File: config.mk
export PLATFORM = sky130hd
export DESIGN_NAME = memory_arbiter
export DESIGN_NICKNAME = d
export VERILOG_FILES = /design/src/rtl/memory_arbiter.sv
export SDC_FILE = /design/constraint.sdc
export NUM_CORES = 1
export LEC_CHECK = 0
export ABC_AREA = 1
export CAP_MARGIN = 40
export CORE_ASPECT_RATIO = 2
export CORE_UTILIZATION = 40
export DETAILED_ROUTE_END_ITERATION = 6
export PLACE_DENSITY = 0.72
export SYNTH_ARGS = -nofsm -noshare
export SYNTH_HDL_FRONTEND = slang
export SYNTH_SLANG_ARGS = --single-unit
File: constraint.sdc
create_clock -name clk -period 2.4 [get_ports clk]
set_clock_uncertainty 0.2 [all_clocks]
set_input_delay 0.24 -clock clk [delete_from_list [all_inputs] [get_ports clk]]
set_output_delay 0.24 -clock clk [all_outputs]
set_load 0.005 [all_outputs]
File: src/rtl/memory_arbiter.sv
// Arbiter that shares one memory between an instruction-fetch read port and a data read/write port.
// One access is in flight at a time. Each access is followed by one RELEASE cycle. Ties alternate round-robin.
module memory_arbiter #(
  parameter int unsigned TIMEOUT_CYCLES = 255
) (
  input  logic        clk,
  input  logic        reset,
  input  logic        if_valid,
  input  logic [31:0] if_addr,
  output logic        if_done,
  output logic [31:0] if_data,
  input  logic        dp_valid,
  input  logic        dp_write,
  input  logic [31:0] dp_addr,
  input  logic [31:0] dp_wdata,
  output logic        dp_done,
  output logic [31:0] dp_rdata,
  output logic [31:0] mem_in_addr,
  output logic [31:0] mem_in_data,
  output logic        mem_in_valid,
  input  logic        mem_in_ready,
  output logic [31:0] mem_out_addr,
  output logic        mem_out_valid,
  input  logic [31:0] mem_out_data,
  input  logic        mem_out_ready,
  input  logic        mem_addr_error,
  output logic        err_timeout,
  output logic        err_addr,
  output logic        err_port
);

  typedef enum logic [2:0] {IDLE, FETCH, DREAD, DWRITE, RELEASE} state_t;

  localparam logic [15:0] TIMEOUT_LIMIT = 16'(TIMEOUT_CYCLES);

  state_t      r_state;
  state_t      w_state_next;
  logic        r_last_grant;   // 0 = fetch, 1 = data
  logic [15:0] r_wait_cnt;
  logic        r_addr_err_d;
  logic        r_if_done;
  logic        r_dp_done;
  logic [31:0] r_if_data;
  logic [31:0] r_dp_rdata;
  logic [31:0] r_mem_in_addr;
  logic [31:0] r_mem_in_data;
  logic        r_mem_in_valid;
  logic [31:0] r_mem_out_addr;
  logic        r_mem_out_valid;
  logic        r_err_timeout;
  logic        r_err_addr;
  logic        r_err_port;

  logic        w_grant_if;
  logic        w_grant_dp;
  logic        w_busy;
  logic        w_ready;
  logic        w_owner;
  logic        w_timeout;
  logic        w_finish;
  logic        w_addr_err_rise;
  logic [15:0] w_cnt_next;

  always_comb begin
    // NOTE: every signal gets a default before the case so no path leaves it unassigned and infers a latch.
    w_state_next = r_state;
    w_grant_if   = 1'b0;
    w_grant_dp   = 1'b0;
    w_busy       = 1'b0;
    w_ready      = 1'b0;
    w_owner      = 1'b0;
    case (r_state)
      IDLE: begin
        if (if_valid && dp_valid) begin
          w_grant_if = r_last_grant;
          w_grant_dp = !r_last_grant;
        end else begin
          w_grant_if = if_valid;
          w_grant_dp = dp_valid;
        end
        if (w_grant_if)      w_state_next = FETCH;
        else if (w_grant_dp) w_state_next = dp_write ? DWRITE : DREAD;
      end
      FETCH: begin
        w_busy  = 1'b1;
        w_ready = mem_out_ready;
      end
      DREAD: begin
        w_busy  = 1'b1;
        w_ready = mem_out_ready;
        w_owner = 1'b1;
      end
      DWRITE: begin
        w_busy  = 1'b1;
        w_ready = mem_in_ready;
        w_owner = 1'b1;
      end
      RELEASE: w_state_next = IDLE;
      default: w_state_next = IDLE;
    endcase

    w_cnt_next      = r_wait_cnt + 16'd1;
    // A ready seen in the same cycle as the limit still counts as a normal completion.
    w_timeout       = w_busy && !w_ready && (w_cnt_next >= TIMEOUT_LIMIT);
    w_finish        = w_busy && (w_ready || w_timeout);
    w_addr_err_rise = w_busy && mem_addr_error && !r_addr_err_d;
    if (w_finish) w_state_next = RELEASE;
  end

  // NOTE: sequential state uses non-blocking assignments so every register samples pre-edge values.
  always_ff @(posedge clk) begin
    if (!reset) r_state <= IDLE;
    else        r_state <= w_state_next;
  end

  always_ff @(posedge clk) begin
    if (!reset) begin
      r_last_grant    <= 1'b0;
      r_wait_cnt      <= '0;
      r_addr_err_d    <= 1'b0;
      r_if_done       <= 1'b0;
      r_dp_done       <= 1'b0;
      r_if_data       <= '0;
      r_dp_rdata      <= '0;
      r_mem_in_addr   <= '0;
      r_mem_in_data   <= '0;
      r_mem_in_valid  <= 1'b0;
      r_mem_out_addr  <= '0;
      r_mem_out_valid <= 1'b0;
      r_err_timeout   <= 1'b0;
      r_err_addr      <= 1'b0;
      r_err_port      <= 1'b0;
    end else begin
      r_if_done    <= 1'b0;
      r_dp_done    <= 1'b0;
      r_addr_err_d <= mem_addr_error;

      if (w_grant_if) begin
        r_last_grant    <= 1'b0;
        r_wait_cnt      <= '0;
        r_mem_out_valid <= 1'b1;
        r_mem_out_addr  <= if_addr;
      end
      if (w_grant_dp) begin
        r_last_grant <= 1'b1;
        r_wait_cnt   <= '0;
        if (dp_write) begin
          r_mem_in_valid <= 1'b1;
          r_mem_in_addr  <= dp_addr;
          r_mem_in_data  <= dp_wdata;
        end else begin
          r_mem_out_valid <= 1'b1;
          r_mem_out_addr  <= dp_addr;
        end
      end

      if (w_busy) r_wait_cnt <= w_cnt_next;

      if (w_finish) begin
        r_mem_in_valid  <= 1'b0;
        r_mem_out_valid <= 1'b0;
        if (w_owner) r_dp_done <= 1'b1;
        else         r_if_done <= 1'b1;
        if (r_state == FETCH)       r_if_data  <= w_timeout ? 32'd0 : mem_out_data;
        else if (r_state == DREAD)  r_dp_rdata <= w_timeout ? 32'd0 : mem_out_data;
        else if (w_timeout)         r_dp_rdata <= 32'd0;
      end

      if (w_timeout)       r_err_timeout <= 1'b1;
      if (w_addr_err_rise) r_err_addr    <= 1'b1;
      // The port is recorded only for the first error of either kind.
      if ((w_timeout || w_addr_err_rise) && !r_err_timeout && !r_err_addr)
        r_err_port <= w_owner;
    end
  end

  assign if_done       = r_if_done;
  assign if_data       = r_if_data;
  assign dp_done       = r_dp_done;
  assign dp_rdata      = r_dp_rdata;
  assign mem_in_addr   = r_mem_in_addr;
  assign mem_in_data   = r_mem_in_data;
  assign mem_in_valid  = r_mem_in_valid;
  assign mem_out_addr  = r_mem_out_addr;
  assign mem_out_valid = r_mem_out_valid;
  assign err_timeout   = r_err_timeout;
  assign err_addr      = r_err_addr;
  assign err_port      = r_err_port;

endmodule

; ---- After elaboration in Yosys (flattened, before gate mapping)
; Index checks and enable logic that the tools add are counted.
[word_totals]
out_inout_bits = 167
wordCells = 87
register_bits = 188
inputBits = 136
[classes]
n_reduce_logical = 29
muxes = 30
n_eq_ne = 6
bitwise_logic = 3
n_lt_le_gt_ge = 1
add_sub_neg = 1
[ops]
columns = cell, n
row1 = $mux W32, 6
row2 = $mux W16, 3
row3 = $add A16 B1 Y16 const B, 1
row4 = $ge A16 B8 Y1 const B, 1
row5 = $mux W1, 16
row6 = $reduce_and A2 Y1, 5
row7 = $mux W3, 3
row8 = $logic_and A1 B1 Y1, 8
row9 = $eq A3 B2 Y1 const B, 2
row10 = $pmux W3 S2, 1
row11 = $reduce_or A2 Y1, 3
row12 = $logic_not A1 Y1, 5
row13 = $ne A4 B4 Y1 const B, 1
row14 = $reduce_bool A2 Y1, 2
row15 = $eq A3 B1 Y1 const B, 1
row16 = $logic_not A3 Y1, 1
row17 = $ne A3 B3 Y1 const B, 1
row18 = $not A1 Y1, 3
row19 = $reduce_and A3 Y1, 1
row20 = $reduce_bool A3 Y1, 1
row21 = $reduce_or A3 Y1, 1
row22 = $logic_or A1 B1 Y1, 2
row23 = $ne A2 B1 Y1 const B, 1
row24 = $pmux W1 S2, 1

; ---- Depth between registers and ports, before layout
[depth]
ltp_word = 10
ltp_mapped = 17
mapped_depth_nobuf = 15

; ---- Worst setup path after synthesis
; No wires, ideal clock.
[synth_timing]
path_type = register -> register
from = register r_wait_cnt[1]
to = register r_if_data[11], in the netlist if_data[11]
period_less_slack_ns = 2.210
slack_ns = 0.190
setup_ns = 0.116
path_stages_with_launch = 16
n_path_buf = 1
arrival_ns = 1.894
required_time_ns = 2.084
path_cell_list = dfxtp_1 -> ha_1 -> nand3_2 -> nor2_4 -> nand2_1 -> nand2_1 -> nand2_1 -> nor2_1 -> nand2_1 -> nor2_2 -> nand3_2 -> nand2_2 -> inv_2 -> clkbuf_1 -> o21ai_0 -> nor2_1
[synth_between]
elab_chain_cells = 6
word_cells_on_any_way = 7
cone_classes = add/sub: 1 / order compare: 1 / mux: 1 / reduce/logical: 4
[synth_lines]
columns = element, line_no
row1 = "start, declared", 39  ; logic [15:0] r_wait_cnt;
row2 = "start signal, assigned", 157  ; if (w_busy) r_wait_cnt <= w_cnt_next;
row3 = $add A16 B1 Y16 *, 102  ; w_cnt_next = r_wait_cnt + 16'd1;
row4 = $ge A16 B8 Y1 *, 104  ; w_timeout = w_busy && !w_ready && (w_cnt_next >= TIMEOUT_LIMIT);
row5 = $logic_and A1 B1 Y1 *, 104
row6 = $logic_or A1 B1 Y1, 105  ; w_finish = w_busy && (w_ready || w_timeout);
row7 = $logic_and A1 B1 Y1, 105
row8 = $reduce_and A2 Y1 (no source line), --
row9 = "end signal, assigned", 164  ; if (r_state == FETCH) r_if_data <= w_timeout ? 32'd0 : mem_out_data;
row10 = "end, declared", 43  ; logic [31:0] r_if_data;
; Every way passes the cells marked *; elsewhere a longest branch is shown, timed or not.
; A chain may end at the register's enable or synchronous reset.

; ---- Final worst setup path
[layout_timing]
from = register r_wait_cnt[0]
to = register r_dp_rdata[6], in the netlist dp_rdata[6]
[layout_between]
elab_chain_cells = 6
word_cells_on_any_way = 9
cone_classes = add/sub: 1 / order compare: 1 / mux: 2 / reduce/logical: 5
[layout_lines]
columns = element, line_no
row1 = $add A16 B1 Y16 *, 102
row2 = $ge A16 B8 Y1 *, 104
row3 = $logic_and A1 B1 Y1 *, 104
row4 = $logic_or A1 B1 Y1, 105
row5 = $logic_and A1 B1 Y1, 105
row6 = $reduce_and A3 Y1 (no source line), --
row7 = "end signal, assigned", 165  ; else if (r_state == DREAD) r_dp_rdata <= w_timeout ? 32'd0 : mem_out_data;
row8 = "end, declared", 44  ; logic [31:0] r_dp_rdata;
; Marks and branches as above.

==> metrics.txt <==
register area share after synthesis 0.4937; Mapped Area 0.007624 mm2; Non-Filler Instances 1636; dominant cell type by area after synthesis dfxtp_1; Synth Instances 1055; worst hold path depth 3; Crit-path slowest cell dfxtp_4; root buf cell clkbuf_16; Ant. Diodes 0; status finished with violations; H-tree depth 4; CP Cell Sequence ha_4 > nand3_4 > nor2_4 > buf_4 > nand3b_1 > nand2_2 > nor2_2 > nand2_1 > nor2_2 > buf_4 > nand3_4 > nand2_4 > a21oi_4 > buf_4 > nor2_1 > nor2_1; register bit total from synthesis 188; total CTS buffers 17; setup slack, reg-to-reg -0.06 ns; Yosys warnings 0; pwr/cell area 959.5 mW/mm2; Critical Path Fanout Max 9; initial cell density of the core 0.4067; Worst-Margin Slew 0.7355 ns; peak supply drop 0.7589 mV; Ports 303; Final Hold Vio Count 0; EDFF count, synth 0; commonest cells in the netlist 252 x nor2_1, 201 x nand2_1, 188 x dfxtp_1; Clock Latency Late Sink 0.43 ns; layout overhead on the synthesized area 58.87%; Critical Path Sink Type flop; fin util 0.6462; Hold Worst Slack 0.1801 ns; Avg Cell Area, Syn 7.226 um2; min-delay worst type input pin to flop; Crit path depth 16; startpoint types flop; syn_nets 1193; # rows 71; RSZ-0062 raised after global routing yes; Die Wd 99.62 um; Pleak 4.864 nW; CTS tree built; Most used DFF post-synth dfxtp_1; max-cap violation count 0; Slew Viols, Final 0; Core ar. 0.01874 mm2; dominant cells by area after synthesis dfxtp_1 49%, nor2_1 12%, nand2_1 9.9%; initial antenna violation count 0; dpl cells 1579; worst path required time 2.57 ns; CP top delay family simple AND/OR/NAND/NOR gates; Reg clk slew, reported paths 0.07 ns; Rel. slew slack 0.5097; GP Congestion 0.9269; setup TNS -0.8665 ns; vias in the first global route 7945; Crit path largest cell delay 0.37 ns; Antenna Nets Post-Route 0; first drt pass iteration count 5; crit share post-route 1.024; layout cell share with drive strength beyond 1 0.1144; Max Clk Rate 0.4069 GHz; slack of the critical path -0.05773 ns; global route overflow 0; via count 8195; CP Data Arrival Time 2.62 ns; NumNets Final 1506; Post-route DRC 0; DR WL/cell 16.16 um; largest net degree at the start of global routing 166; clock sinks 188; Critical Path Most Common Cell buf_4; I/O Buffers 302; failing checks negative setup slack; fraction of registers with async set/reset 0; DPL Wire Length 17840 um; critical path start-end classification flop to flop; Worst Reg2Reg Path Length in Cells 16; Die H 197.2 um; most common cell in the netlist nor2_1; gr usage total 0.2667; Routed WL 26440 um; # setup viols final 32; worst path bufs/invs 3; Final Critical Period 2.458 ns; die area 0.01965 mm2; Cell variety after synth 33; Iter 0 DRT Violations 259; Via density 5.009; CTS Buffer Depth 2; wire length of the first global-routing pass 40740 um; top-area cell type share of the netlist area 0.4937
==> through the flow <==
step / worst slack [ns] / power, mW / area [um2]
2_1_floorplan: 0.1902 / 6.078 / 7624
5_1_grt: -0.1882 / 12.29 / 12110
3_3_place_gp: -0.008449 / 8.641 / 11040
3_5_place_dp: -0.04045 / 8.693 / 11040
4_1_cts: -0.02125 / 11.59 / 11950
6_report: -0.05773 / 11.62 / 12110
==> registers in the layout, indices dropped and copies added (netlist names) <==
signal / count
mem_out_valid: 1
dp_rdata: 32
if_data: 32
dp_done: 1
if_done: 1
mem_in_valid: 1
mem_in_data: 32
err_timeout: 1
err_addr: 1
err_port: 1
mem_in_addr: 32
r_state: 3
r_last_grant: 1
r_wait_cnt: 16
r_addr_err_d: 1
mem_out_addr: 32
==> layout by cell type, fill, tap and decap left out, types with 4 or more instances in the layout <==
cell               n
nor2_2             9
clkdlybuf4s50_1  301
buf_6              8
nand4_1            5
buf_12             9
nor2_1           244
nor2_4             5
nand2_1          192
o21ai_0          112
buf_4             41
inv_1             29
a31oi_1           32
dfxtp_1          182
clkbuf_16         17
a21oi_1           53
clkbuf_8           5
nand3_1           39
nand3_2           19
inv_6              4
o21ai_1           18
nand2_2           10
==> path summary, 6_finish.rpt <==
path                              start                       end
min reg2reg    err_timeout$_SDFFE_PN0P_  err_timeout$_SDFFE_PN0P_
min                      mem_addr_error   r_addr_err_d$_SDFF_PN0_
max reg2reg  r_wait_cnt[0]$_SDFFE_PN0P_  dp_rdata[6]$_SDFFE_PN0P_
max          r_wait_cnt[0]$_SDFFE_PN0P_  dp_rdata[6]$_SDFFE_PN0P_
==> where the power goes <==
part	total [mW]	switching [mW]	internal [mW]
Sequential	4.19	0.361	3.83
Clock	2.74	1.25	1.49
Combinational	4.69	2.34	2.35
Total	11.6	3.96	7.66
==> routing by layer <==
layer | global-route usage | vias to the layer above | part of all wire
li1 | - | 4059 | -
met1 | 0.2737 | 3727 | 0.36
met2 | 0.4864 | 342 | 0.53
met3 | 0.06759 | 67 | 0.067
met4 | 0.1460 | 0 | 0.045
met5 | 0 | - | 0
==> worst reg2reg max path, stage by stage, from the launching register on <==
cell	delay [ns]
dfxtp_4	0.37
ha_4	0.16
nand3_4	0.10
nor2_4	0.18
buf_4	0.15
nand3b_1	0.08
nand2_2	0.08
nor2_2	0.04
nand2_1	0.07
nor2_2	0.05
buf_4	0.13
nand3_4	0.10
nand2_4	0.09
a21oi_4	0.24
buf_4	0.23
nor2_1	0.05
nor2_1	0.08
==> cells by family after synthesis <==
group	share of synthesized area
flops	0.4937
simple gates	0.2870
compound gates	0.1539
xor+xnor	0.002298
fa+ha+maj	0.003282
buf+inv	0.05974
==> cell type report <==
type / instances / area [um2]
Clock buffer: 23 / 498.0
Clock inverter: 9 / 76.32
Fill cell: 1593 / 6633
Inverter: 37 / 153.9
Multi-Input combinational cell: 760 / 3582
Sequential cell: 188 / 3779
Tap cell: 255 / 319.1
Timing Repair Buffer: 364 / 3704
==> what timing repair did <==
action / in CTS / in global routing
gates resized for setup: 28 / 44
cloned: 3 / 1
buffers inserted: 18 / 5
endpoints found under the hold margin: 5 / 0
pin swaps: 15 / 27
setup endpoints to repair: 52 / 77
hold buffers: 1 / 0
Note: power is estimated with default switching activity, not from simulation.
